`src/rtl/reg_file_2r1w.sv`:
```
// reg_file_2r1w: two combinational read ports, one synchronous write port.
// Holds X0..X30 in flops. X31 (XZR) has no storage and always reads zero.
// The storage is cleared asynchronously by reset, so it is kept in flops
// rather than in block RAM.
// With BYPASS=1, a read of the register being written this cycle returns
// BusW instead of the stored value.
module reg_file_2r1w #(
  parameter int WIDTH  = 64,
  parameter bit BYPASS = 1'b1
) (
  input  logic             Clk,
  input  logic             Reset_L,
  input  logic [4:0]       RA,
  input  logic [4:0]       RB,
  input  logic [4:0]       RW,
  input  logic [WIDTH-1:0] BusW,
  input  logic             RegWr,
  output logic [WIDTH-1:0] BusA,
  output logic [WIDTH-1:0] BusB
);

  localparam logic [4:0] XZR = 5'd31;

  // Stored values seen by the read muxes. Entry 31 is a constant zero,
  // so every 5-bit address lands on a defined entry.
  logic [WIDTH-1:0] w_regs [0:31];

  // One-hot write strobe per physical register. No strobe exists for X31,
  // so writes to XZR are dropped.
  logic [30:0]      w_wr_en;

  // The bypass applies only outside reset, so reads return 0 during reset.
  logic             w_byp_ok;
  logic [WIDTH-1:0] w_bus_a;
  logic [WIDTH-1:0] w_bus_b;

  assign w_byp_ok  = BYPASS && RegWr && Reset_L;
  assign w_regs[31] = '0;

  genvar gi;
  generate
    for (gi = 0; gi < 31; gi++) begin : g_reg
      logic [WIDTH-1:0] r_q;

      assign w_wr_en[gi] = RegWr && (RW == 5'(gi));

      // Register storage: cleared asynchronously by reset, loaded with BusW
      // on a strobed edge.
      always_ff @(posedge Clk or negedge Reset_L) begin
        if (!Reset_L) begin
          r_q <= '0;
        end else if (w_wr_en[gi]) begin
          r_q <= BusW;
        end
      end

      assign w_regs[gi] = r_q;
    end
  endgenerate

  // Port A read: XZR first, then the same-cycle bypass, then storage.
  always_comb begin
    w_bus_a = '0;
    if (RA != XZR) begin
      if (w_byp_ok && (RW == RA)) begin
        w_bus_a = BusW;
      end else begin
        w_bus_a = w_regs[RA];
      end
    end
  end

  // Port B read: the same rules as port A, using RB.
  always_comb begin
    w_bus_b = '0;
    if (RB != XZR) begin
      if (w_byp_ok && (RW == RB)) begin
        w_bus_b = BusW;
      end else begin
        w_bus_b = w_regs[RB];
      end
    end
  end

  assign BusA = w_bus_a;
  assign BusB = w_bus_b;

endmodule

```
`config.mk`:
```
export PLATFORM = sky130hd
export DESIGN_NAME = reg_file_2r1w
export DESIGN_NICKNAME = d
export VERILOG_FILES = /design/src/rtl/reg_file_2r1w.sv
export SDC_FILE = /design/constraint.sdc
export NUM_CORES = 2
export LEC_CHECK = 0
export BUFFER_PORTS_ARGS = -buffer_cell sky130_fd_sc_hd__buf_2
export CAP_MARGIN = 10
export CORE_ASPECT_RATIO = 0.6
export CORE_UTILIZATION = 60
export CTS_BUF_LIST = sky130_fd_sc_hd__clkbuf_16
export DETAILED_ROUTE_END_ITERATION = 10
export PLACE_DENSITY = 0.77
export SYNTH_ARGS = -nofsm -noshare
export SYNTH_HDL_FRONTEND = slang
export SYNTH_SLANG_ARGS = --single-unit
```
`constraint.sdc`:
```
create_clock -name Clk -period 4.1 [get_ports Clk]
set_input_delay 0.615 -clock Clk [delete_from_list [all_inputs] [get_ports Clk]]
set_output_delay 0.615 -clock Clk [all_outputs]
set_load 0.01 [all_outputs]
```
==> results.cfg <==
[synth]
synth_cell_type_count = 74
synth_xor_area_share_pct = 0.08133
synth_compound_area_share_pct = 5.374
synth_top_family_by_area = multiplexers
ys_warn_count = 0
synthSimpleGateAreaFrac_pct = 3.239
synth-edff-count = 0
ys.flop_type = dfrtp_1
synthAdderAreaFrac_pct = 0
synth_most_common_cell = dfrtp_1
syn_nets = 7599
synth-seq-area-share_pct = 46.10
synth-async-reset-ratio_pct = 100.0
syn_inst = 7517
muxShareOfSynthArea_pct = 41.34
ys_seq_elements = 1984
syn_area_mm2 = 0.1077
synth_top_area_cell = dfrtp_1
syn_area_per_cell_um2 = 14.33
synth_area_leaders = dfrtp_1, mux2_2, mux4_2, mux2i_1, buf_2
yosys.area.top_type_share_pct = 46.10
netlist_top_cells_count = dfrtp_1, mux2_2, mux4_2, buf_2, mux2i_1

[setup_path]
path_max_fanout = 11
cpMaxStageDelayCell = nor2_2
crit_path_cell_trace = buf_2 > nand2b_1 > nor2_2 > buf_4 > a22oi_1 > o31ai_1 > o32a_1 > buf_2
crit_arrival_ns = 3.51
crit_family = simple AND/OR/NAND/NOR gates
path_class = in2out
worstSetupEndpointType = output port
path_common_cell = buf_2
critical-path-max-stage-delay_ns = 1.09
cp.buffers_inverters = 3
cp-start-kind = input pin
required_ns = 3.48

[sta]
min_period_over_period_pct = 100.6
final.setup.tns_ns = -0.02879
relSlewSlack_pct = 2.632
finalMaxSlewViolations = 0
tightest_slew_ns = 1.459
setup_slack_ns = -0.02536
clock_skew_ns = 0
finalHoldViolations = 0
layout_min_cycle_time_ns = 4.125
fmax_mhz = 242.4
rsz0062_at_grt = false
setup_viol = 2

[placement]
portBuffers = 209
placed_area_mm2 = 0.1125
dp.cells = 9690
gp_congestion = 0.9365
place_hpwl_um = 233800
pre_cts_ws_ns = 0.06572

[clock_tree]
post-cts-setup-buffer-count = 0
h-tree-depth = 4
cts.sinks = 1984
root_buffer = clkbuf_16
cts_tree = built
insertion_delay_ns = 0.86
clk_pin_slew_ns = 0.07
cts_buffers = 189
clk_path_buf_depth = 4

[final_layout]
area_growth_pct = 10.10
layout.nets = 7585
final_cells = 10050
drive_gt1_share_pct = 48.40
nFillCells = 12360
largest_reg_flops = 1984
reg_top3 = g.r_q: 1984 flops
regMostFlops = g.r_q
final_cell_area_mm2 = 0.1186

[power_and_ir_drop]
irDropWorstVdd_uv = 396.4
leakage_nw = 51.93
finalPower_mw = 56.87
powerDensity_mw_per_mm2 = 479.7

[global_routing]
grt_max_degree = 197
grt_usage_pct = 43.23
grt_pass1_vias = 77400
antenna_found_initial = 36
grt_pass1_wl_um = 561400
grt-ovfl-total = 0

[floorplan]
die_h_um = 330.2
dieArea_mm2 = 0.1812
rows = 120
die_w_um = 548.9
start_util_pct = 60.37
io-pin-count = 210
coreArea_mm2 = 0.1784

[detailed_routing]
drt_pre_antenna_iters = 9
drc = 6
wire_per_inst_um = 38.66
vias_per_cell = 7.674
drt_iter0_markers = 11320
drt_wl_total_um = 388700
vias = 77150
ant_nets = 0

[flow_run]
drv_cap = 0

[outcome]
outcome = finished with violations
violations = design-rule violations, negative setup slack

[worst_hold_path]
hp-class = in2reg
layer usage:
layer / GRT usage (%) / vias up / routed length, µm
li1: - / 29030 / -
met1: 59.15 / 40150 / 140600
met2: 58.91 / 6428 / 158800
met3: 18.82 / 1520 / 65330
met4: 21.30 / 22 / 23600
met5: 0.5641 / - / 318
layout make-up:
| class | instances | area [µm²] | share of cell area (%) |
|---|---|---|---|
| Clock buffer | 192 | 4805 | 4.052 |
| Clock inverter | 136 | 1130 | 0.9529 |
| Antenna cell | 34 | 85.08 | 0.07176 |
| Timing Repair Buffer | 619 | 5525 | 4.660 |
| Multi-Input combinational cell | 4677 | 54270 | 45.77 |
| Sequential cell | 1984 | 49650 | 41.87 |
| Inverter | 32 | 123.9 | 0.1045 |
| Tap cell | 2379 | 2977 | 2.511 |
metrics by stage:
stage,util [%],hold slack (ns)
after detailed placement,63.08,0.4944
after global placement,63.08,0.4832
final,66.47,0.2669
after floorplan,-,0.3194
after CTS,66.42,0.2267
after global routing,66.44,0.2984
timing repair:
| item | 4_1_cts | 5_1_grt |
|---|---|---|
| endpoints found under the hold margin | 171 | 0 |
| resized for setup | 0 | 2 |
| hold buffers | 1 | 0 |
| setup endpoints to repair | 0 | 2 |
kinds of logic (layout without fill, tap and decap cells):
group,count (synthesis),count (layout)
AND/OR/NAND/NOR,713,713
AO/OA/AOI/OAI,768,768
other,0,34
buffers and inverters,856,979
XOR/XNOR,10,10
multiplexers,3186,3186
flip-flops,1984,1984
power by group:
| group | switching (mW) | internal [mW] |
|---|---|---|
| logic | 5.55 | 7.15 |
| clock network | 8.01 | 9.71 |
| registers | 3.02 | 23.4 |
final timing paths:
| check | end | depth (start not counted) | from | slack [ns] |
|---|---|---|---|---|
| hold / removal | g_reg[27].r_q[9] | 3 | BusW[9] | 0.27 |
| hold reg to reg | g_reg[14].r_q[5] | 1 | g_reg[14].r_q[5] | 0.50 |
| max in group asynchronous | g_reg[26].r_q[5] | 5 | Reset_L | 0.67 |
| min in group asynchronous | g_reg[30].r_q[25] | 3 | Reset_L | 0.86 |
| setup / recovery | BusA[14] | 8 | RA[3] | -0.03 |
| setup reg to reg | g_reg[5].r_q[51] | 1 | g_reg[5].r_q[51] | 3.26 |
cells in the final DEF (no fill, tap or decap), drive strengths merged, types with 7 or more instances in the layout:
| cell type | count |
|---|---|
| and3 | 19 |
| o2bb2ai | 51 |
| dfrtp | 1984 |
| a211o | 16 |
| mux2i | 365 |
| nand2b | 38 |
| clkinvlp | 7 |
| a32o | 55 |
| nand4 | 57 |
| xor2 | 9 |
| mux2 | 2013 |
| and2 | 36 |
| o22a | 39 |
| nand3 | 84 |
| buf | 617 |
| a22o | 15 |
| o211ai | 22 |
| diode | 34 |
| a22oi | 126 |
| o221ai | 34 |
| o221a | 17 |
| clkinv | 84 |
| inv | 57 |
| clkbuf | 193 |
| a21oi | 16 |
| mux4 | 808 |
| a221oi | 36 |
| o211a | 12 |
| a211oi | 63 |
| nand2 | 267 |
| bufinv | 20 |
| nor3 | 32 |
| nor2b | 38 |
| nor2 | 107 |
| a311oi | 17 |
| o21ai | 119 |
| o22ai | 114 |
No activity file was read; power rests on OpenSTA's default activity.
